## src/rtl/mb_banco_resp.sv

```systemverilog
// mb_banco_resp: bank-side responder for the MB terminal transaction link.
// Serves one PIN/withdraw/balance/end-session request per REQ/ACK handshake.
module mb_banco_resp #(
  parameter int               PIN_W      = 4,
  parameter int               SALDO_W    = 4,
  parameter logic [PIN_W-1:0] PIN_OK     = 4'b1010,
  parameter int               SALDO_INIT = 15,
  parameter int               MAX_TENT   = 3
) (
  input  logic               CLK,
  input  logic               RST,
  input  logic               REQ,
  input  logic [1:0]         OP,
  input  logic [PIN_W-1:0]   PIN,
  input  logic [SALDO_W-1:0] VAL,
  output logic               ACK,
  output logic [1:0]         RESP,
  output logic [SALDO_W-1:0] SALDO_OUT,
  output logic               SESSAO,
  output logic               BLOQ,
  output logic               PAR
);

  localparam int CNT_W = $clog2(MAX_TENT + 1);

  localparam logic [1:0] R_OK   = 2'b00;
  localparam logic [1:0] R_AUTH = 2'b01;
  localparam logic [1:0] R_FUND = 2'b10;
  localparam logic [1:0] R_BLOQ = 2'b11;

  typedef enum logic [1:0] {
    S_IDLE,
    S_EXEC,
    S_RESP,
    S_WAIT
  } state_t;

  state_t             state;
  logic [1:0]         op_q;
  logic [PIN_W-1:0]   pin_q;
  logic [SALDO_W-1:0] val_q;
  logic [CNT_W-1:0]   cnt;

  logic [1:0]         code;
  logic [SALDO_W-1:0] saldo_n;
  logic [CNT_W-1:0]   cnt_n;
  logic               sess_n;
  logic               bloq_n;

  // Next register values for the latched request; applied on the EXEC edge.
  always_comb begin
    code    = R_OK;
    saldo_n = SALDO_OUT;
    cnt_n   = cnt;
    sess_n  = SESSAO;
    bloq_n  = BLOQ;
    if (BLOQ) begin
      code = R_BLOQ;
    end else begin
      unique case (op_q)
        2'b00: begin
          if (pin_q == PIN_OK) begin
            sess_n = 1'b1;
            cnt_n  = '0;
            code   = R_OK;
          end else begin
            sess_n = 1'b0;
            cnt_n  = cnt + CNT_W'(1);
            code   = R_AUTH;
            if (cnt_n == CNT_W'(MAX_TENT)) begin
              bloq_n = 1'b1;
              code   = R_BLOQ;
            end
          end
        end
        2'b01: begin
          if (!SESSAO) begin
            code = R_AUTH;
          end else if (val_q > SALDO_OUT) begin
            code = R_FUND;
          end else begin
            saldo_n = SALDO_OUT - val_q;
            code    = R_OK;
          end
        end
        2'b10: begin
          code = SESSAO ? R_OK : R_AUTH;
        end
        2'b11: begin
          sess_n = 1'b0;
          code   = R_OK;
        end
        default: code = R_OK;
      endcase
    end
  end

  always_ff @(posedge CLK) begin
    if (RST) begin
      state     <= S_IDLE;
      op_q      <= '0;
      pin_q     <= '0;
      val_q     <= '0;
      cnt       <= '0;
      SALDO_OUT <= SALDO_W'(SALDO_INIT);
      SESSAO    <= 1'b0;
      BLOQ      <= 1'b0;
      ACK       <= 1'b0;
      RESP      <= R_OK;
    end else begin
      unique case (state)
        S_IDLE: begin
          if (REQ) begin
            op_q  <= OP;
            pin_q <= PIN;
            val_q <= VAL;
            state <= S_EXEC;
          end
        end
        S_EXEC: begin
          SALDO_OUT <= saldo_n;
          cnt       <= cnt_n;
          SESSAO    <= sess_n;
          BLOQ      <= bloq_n;
          RESP      <= code;
          ACK       <= 1'b1;
          state     <= S_RESP;
        end
        S_RESP: begin
          ACK   <= 1'b0;
          state <= S_WAIT;
        end
        S_WAIT: begin
          if (!REQ) state <= S_IDLE;
        end
        default: state <= S_IDLE;
      endcase
    end
  end

  assign PAR = ^SALDO_OUT;

endmodule
```

## config.mk

```make
export PLATFORM = sky130hd
export DESIGN_NAME = mb_banco_resp
export DESIGN_NICKNAME = d
export VERILOG_FILES = /design/src/rtl/mb_banco_resp.sv
export SDC_FILE = /design/constraint.sdc
export NUM_CORES = 1
export LEC_CHECK = 0
export CORE_MARGIN = 2
export CORE_UTILIZATION = 30
export CTS_BUF_LIST = sky130_fd_sc_hd__clkbuf_8
export CTS_CLUSTER_SIZE = 40
export DETAILED_ROUTE_END_ITERATION = 10
export PLACE_DENSITY = 0.51
export SYNTH_ARGS = -nofsm -noshare
export SYNTH_HDL_FRONTEND = slang
export SYNTH_SLANG_ARGS = --single-unit
```

## constraint.sdc

```tcl
create_clock -name CLK -period 2.4 [get_ports CLK]
set_input_delay 0.48 -clock CLK [delete_from_list [all_inputs] [get_ports CLK]]
set_output_delay 0.48 -clock CLK [all_outputs]
set_load 0.05 [all_outputs]
```

==> reports/results.ini, run 1 <==
[status]
status=finished, final reports clean

[die]
die_x_um=67.0
dieArea_um2=4500
row_count=22
pin_count=23
fp.dieH_um=67.0
start_util_pct=31.9
design.core.area_um2=3740

[pwr]
pwr-share-comb_pct=42.4
p_switching_uw=522
switching_share_pct=39.7
ir_drop_v=0.000458
clkPwrFrac_pct=18.4
power_density_nw_per_um2=865
power_uw=1310
intPower_uw=792
p_leak_uw=0.000576
power_frac_seq_pct=39.3

[setup_path]
r2r-start=SALDO_OUT[0]$_SDFFE_PP1P_
reg2regPathDepth=8
cp_slowest_cell=clkdlybuf4s50_1
required_ns=1.92
path_depth=1
cp.arrival_ns=1.57
crit_path_max_incr_delay_ns=0.85
r2r_slack_ns=0.52
crit_end=SALDO_OUT[1]
path_buf_inv=1
cp_max_fo=5
path_cells=clkdlybuf4s50_1
end_kind=output port
reg2reg_to=SALDO_OUT[3]$_SDFFE_PP1P_
cp-start-kind=register
worstSetupPathType=register to output port
path_delay_family=buffers and inverters
crit_start=SALDO_OUT[1]$_SDFFE_PP1P_

[timing]
timing.final.hold_violations=0
max_freq_mhz=488
setup_viol=0
drv_slew=0
clock-skew-final_ns=0.00480
rsz0062_at_grt=false
min_period_over_period_pct=85.4
holdWs_ns=0.458
maxSlewHeadroom_pct=59.6
tightest_slew_ns=0.604
timing.setup.tns_ns=0
min_period_ns=2.05

[routing]
ant_nets=0
vias=966
drt_wl_total_um=2300
drt_pass1_iterations=4
via_per_inst=4.58
drc=0
avgRoutedWirePerCell_um=10.9
drt_iter0_markers=30

[finish]
num_antenna_cells=0
nNetsFinal=192
seq_area_um2=460
syn_to_final_growth_pct=27.4
mostFrequentLayoutCells=nand2_1, dfxtp_1, clkdlybuf4s50_1, a21oi_1, ha_1
layout-drive-gt1-share_pct=6.13
fillers=415
final_common_cell=nand2_1
multi_input_area_um2=679

[global_routing]
grt.overflow.total=0
grt_pass1_vias=895
grt_max_degree=17
grt_pass1_wl_um=3860
antenna_found_initial=0
grt_use_total_pct=11.3

[cts]
numCtsBuffers=3
clkSinkCount=23
post_cts_buffers=0
ctsHoldBuffers=0
cts_root_buffer=clkbuf_8
clock_latency_ns=0.27
post_cts_resized=0
tritoncts=done
cts.reportedPaths.clkPinSlew_ns=0.08
cts_max_level=1
clk_path_buf_depth=2

[synth]
netlist_area_um2=1190
synth_area_per_cell_um2=8.64
yosysSeqAreaShare_pct=38.6
ys_seq_elements=23
syn-num-nets=166
postSynthCellCount=138
ys_warn_count=0
yosysUniqueCellTypes=29

[place]
dp_hpwl_um=1820
port_buffers=22
place_congestion=0.678

[job]
drv_cap=0

[min_path]
min_path_type=register to register

## registers in the layout, indices dropped and copies added, names as in the netlist
name	cells
cnt	2
op_q	2
SESSAO	1
val_q	4
RESP	2
SALDO_OUT	4
state	2
pin_q	4
BLOQ	1
ACK	1
## power by group through the flow
| stage | combinational (µW) | sequential (µW) | clock [µW] |
|---|---|---|---|
| after floorplan | 342 | 592 | 0 |
| after global placement | 546 | 522 | 0 |
| after detailed placement | 561 | 526 | 0 |
| after CTS | 562 | 517 | 250 |
| after global routing | 625 | 529 | 267 |
| final | 557 | 516 | 241 |
## area by class of cell
type / count / area share, %
Clock buffer: 3 / 2.72
Multi-Input combinational cell: 101 / 44.7
Timing Repair Buffer: 24 / 15.3
Sequential cell: 23 / 30.3
Clock inverter: 1 / 0.247
Inverter: 11 / 2.72
Tap cell: 48 / 3.95
## metrics by stage
stage | worst slack [ns] | instance area, µm² | util [%] | instances
after floorplan | 0.223 | 1190 | - | 138
after global placement | 0.575 | 1470 | 39.4 | 207
after detailed placement | 0.511 | 1470 | 39.4 | 207
after CTS | 0.331 | 1520 | 40.6 | 211
after global routing | 0.290 | 1520 | 40.6 | 211
final | 0.350 | 1520 | 40.6 | 211
## layer usage
| metal | GRT usage, % | routed length, µm | up-vias |
|---|---|---|---|
| met4 | 4.59 | 21 | 0 |
| met2 | 18.9 | 1100 | 14 |
| met1 | 14.3 | 1100 | 440 |
| met5 | 0 | 0 | - |
| met3 | 2.03 | 77 | 2 |
| li1 | - | - | 510 |
## worst min path at each step
stage / from / to / cells after the start
after floorplan: pin_q[2]$_SDFFE_PP0P_ / pin_q[2]$_SDFFE_PP0P_ / 2
after global placement: pin_q[0]$_SDFFE_PP0P_ / pin_q[0]$_SDFFE_PP0P_ / 2
after detailed placement: val_q[1]$_SDFFE_PP0P_ / val_q[1]$_SDFFE_PP0P_ / 2
after CTS: val_q[1]$_SDFFE_PP0P_ / val_q[1]$_SDFFE_PP0P_ / 2
after global routing: val_q[3]$_SDFFE_PP0P_ / val_q[3]$_SDFFE_PP0P_ / 2
final: val_q[1]$_SDFFE_PP0P_ / val_q[1]$_SDFFE_PP0P_ / 2
## cell usage after synthesis, drive strengths merged
cell type | instances | share of area, %
a211o | 4 | 2.9
a211oi | 5 | 4.2
a21o | 1 | 0.73
a21oi | 16 | 7.0
a31oi | 1 | 0.52
and2 | 1 | 0.52
and3 | 1 | 0.52
clkbuf | 3 | 0.94
dfxtp | 23 | 39
fa | 1 | 1.7
ha | 14 | 15
inv | 11 | 3.5
mux2i | 1 | 0.84
nand2 | 25 | 7.9
nand2b | 1 | 0.52
nand3 | 2 | 1.3
nand4 | 1 | 0.52
nand4b | 1 | 0.73
nand4bb | 1 | 0.94
nor2 | 12 | 3.8
nor2b | 4 | 2.1
nor3 | 2 | 0.84
o21ai | 1 | 0.42
or4 | 1 | 0.63
xnor2 | 3 | 2.2
xor2 | 2 | 1.5
## worst register-to-register path: cells and delay by family (launching register included)
family	cells	cell delay [ns]
buffers and inverters	2	0.15
AND/OR/NAND/NOR	2	0.21
flip-flops	1	0.38
AO/OA/AOI/OAI	2	0.64
adder cells (fa/ha/maj)	2	0.41
## kinds of logic after synthesis
logic type | count (synthesis) | share of synthesized area, %
AND/OR/NAND/NOR | 52 | 20.3
AO/OA/AOI/OAI | 28 | 15.8
flip-flops | 23 | 38.6
adder cells (fa/ha/maj) | 15 | 16.4
buffers and inverters | 14 | 4.41
XOR/XNOR | 5 | 3.67
multiplexers | 1 | 0.839
Note: power is estimated with default switching activity, not from simulation.
==> inputs of run 2 (changes only) <==
Settings changed: PLACE_DENSITY 0.51 to 0.53.
Clock period 2.4 ns to 1.75 ns, I/O delays scaled along.
==> run 2 against run 1 <==
Net effect: clock-buffer cell count unchanged; clock power increased by 35%; final cell count increased by 1.4%; non-clock buffer count increased by 3; sequential power increased by 37%; sequential share of layout area decreased by 0.54 points; wire length increased by 3.5%; via count increased by 2.5%; first-iteration DRC count decreased by 3.3%; setup slack got worse by 0.33 ns; die area unchanged; cell area increased by 3.5%; highest routed layer unchanged.
==> reports/results.ini, run 2 (same netlist as run 1, synthesis figures left out) <==
[cts]
cts_root_buffer=clkbuf_8
clk_path_buf_depth=2
tritoncts=done
cts_max_level=1
clkSinkCount=23
numCtsBuffers=3
cts.reportedPaths.clkPinSlew_ns=0.08
clock_latency_ns=0.26
ctsHoldBuffers=0

[global_routing]
grt_pass1_wl_um=4170
grt_use_total_pct=12.4
antenna_found_initial=0
grt.overflow.total=0
grt_max_degree=13
grt_pass1_vias=979

[timing]
maxSlewHeadroom_pct=76.3
holdWs_ns=0.456
setup_viol=0
min_period_over_period_pct=98.8
clock-skew-final_ns=0.00379
timing.final.hold_violations=0
rsz0062_at_grt=true
tightest_slew_ns=0.356
max_freq_mhz=579
min_period_ns=1.73
layout_setup_ws_ns=0.0217
drv_slew=0

[finish]
stdcell_area_um2=1570
syn_to_final_growth_pct=31.8
mostFrequentLayoutCells=nand2_1, dfxtp_1, a21oi_1, buf_4, ha_1
nNetsFinal=195
layout.cells.non_filler=214
utilization_pct=42.0
layout-drive-gt1-share_pct=18.7
largestRegisters=SALDO_OUT x4, pin_q x4, val_q x4
num_antenna_cells=0
fillers=402
final_common_cell=nand2_1

[place]
place_area_um2=1500
place_inst=208
port_buffers=22
dp_hpwl_um=1860
place_congestion=0.731
place_ws_ns=-0.00536

[die]
start_util_pct=31.9
fp.dieH_um=67.0
pin_count=23
design.core.area_um2=3740
die_x_um=67.0
dieArea_um2=4500
row_count=22

[routing]
drt_pass1_iterations=4
ant_nets=0
vias=990
drt_wl_total_um=2380
via_per_inst=4.63
avgRoutedWirePerCell_um=11.1
drt_iter0_markers=29
drc=0

[setup_path]
cp_max_fo=7
path_delay_family=compound AO/OA/AOI/OAI gates
end_kind=register
path_buf_inv=2
worstSetupPathType=register to register
required_ns=1.91
cp.arrival_ns=1.88
crit_path_max_incr_delay_ns=0.38
cp_slowest_cell=dfxtp_4
path_cells=inv_4 > ha_4 > inv_2 > fa_2 > nand3_4 > a211oi_4 > nor2b_1 > a211o_1
cp-start-kind=register

[pwr]
power_density_nw_per_um2=1150
ir_drop_v=0.000547
clkPwrFrac_pct=18.1
pwr-share-comb_pct=42.5
power_frac_seq_pct=39.4
intPower_uw=1080
switching_share_pct=40.1
p_switching_uw=722
p_leak_uw=0.000609

[min_path]
min_path_type=register to register

[job]
drv_cap=0

[status]
status=finished, final reports clean

run 2: cell count changes in the layout (fill, tap and decap cells not counted), sizes merged:
cell           previous run  this run
buf                       3        15
clkdlybuf4s50            21        12
run 2: stage by stage:
step                      power [µW]  TNS (ns)
after global placement          1450         0
final                           1800         0
after floorplan                 1280   -0.0870
after detailed placement        1490  -0.00961
after global routing            1970    -0.375
after CTS                       1820         0
run 2: power by group through the flow:
stage / clock (µW) / combinational (µW) / sequential [µW]
after detailed placement: 0 / 766 / 722
after floorplan: 0 / 470 / 813
after global placement: 0 / 738 / 715
final: 326 / 765 / 709
after CTS: 343 / 769 / 710
after global routing: 367 / 875 / 724
run 2: worst paths after layout:
| kind | startpoint | slack, ns | cells past startpoint | end |
|---|---|---|---|---|
| max | SALDO_OUT[0]$_SDFFE_PP1P_ | 0.02 | 8 | SALDO_OUT[2]$_SDFFE_PP1P_ |
| min | pin_q[0]$_SDFFE_PP0P_ | 0.46 | 2 | pin_q[0]$_SDFFE_PP0P_ |
| max reg2reg | SALDO_OUT[0]$_SDFFE_PP1P_ | 0.02 | 8 | SALDO_OUT[2]$_SDFFE_PP1P_ |
| min reg2reg | pin_q[0]$_SDFFE_PP0P_ | 0.46 | 2 | pin_q[0]$_SDFFE_PP0P_ |
run 2: tightest hold or removal path, delay by kind of cell, from the launching register on:
family	cells	cell delay, ns
AOI/OAI and AO/OA	1	0.05
DFF	1	0.31
and+or+nand+nor	1	0.05
run 2: timing repair:
item                       4_1_cts  5_1_grt
gates resized for setup          0        1
pin swaps                        1        3
buffers inserted                 0        2
setup endpoints to repair        4        5
run 2: area by class of cell:
type	count	area [µm²]	area share (%)
clock buffer	3	41.3	2.63
clock inverter	1	3.75	0.239
inverter	11	43.8	2.79
multi-input combinational	101	709	45.1
sequential	23	468	29.8
tap	48	60.1	3.82
timing repair buffer	27	245	15.6
run 2: metal layers:
layer / GRT usage [%] / share of wire (%)
met1: 14.8 / 46
met2: 21.2 / 49
met3: 1.52 / 3.5
met4: 6.89 / 0.92
met5: 0 / 0
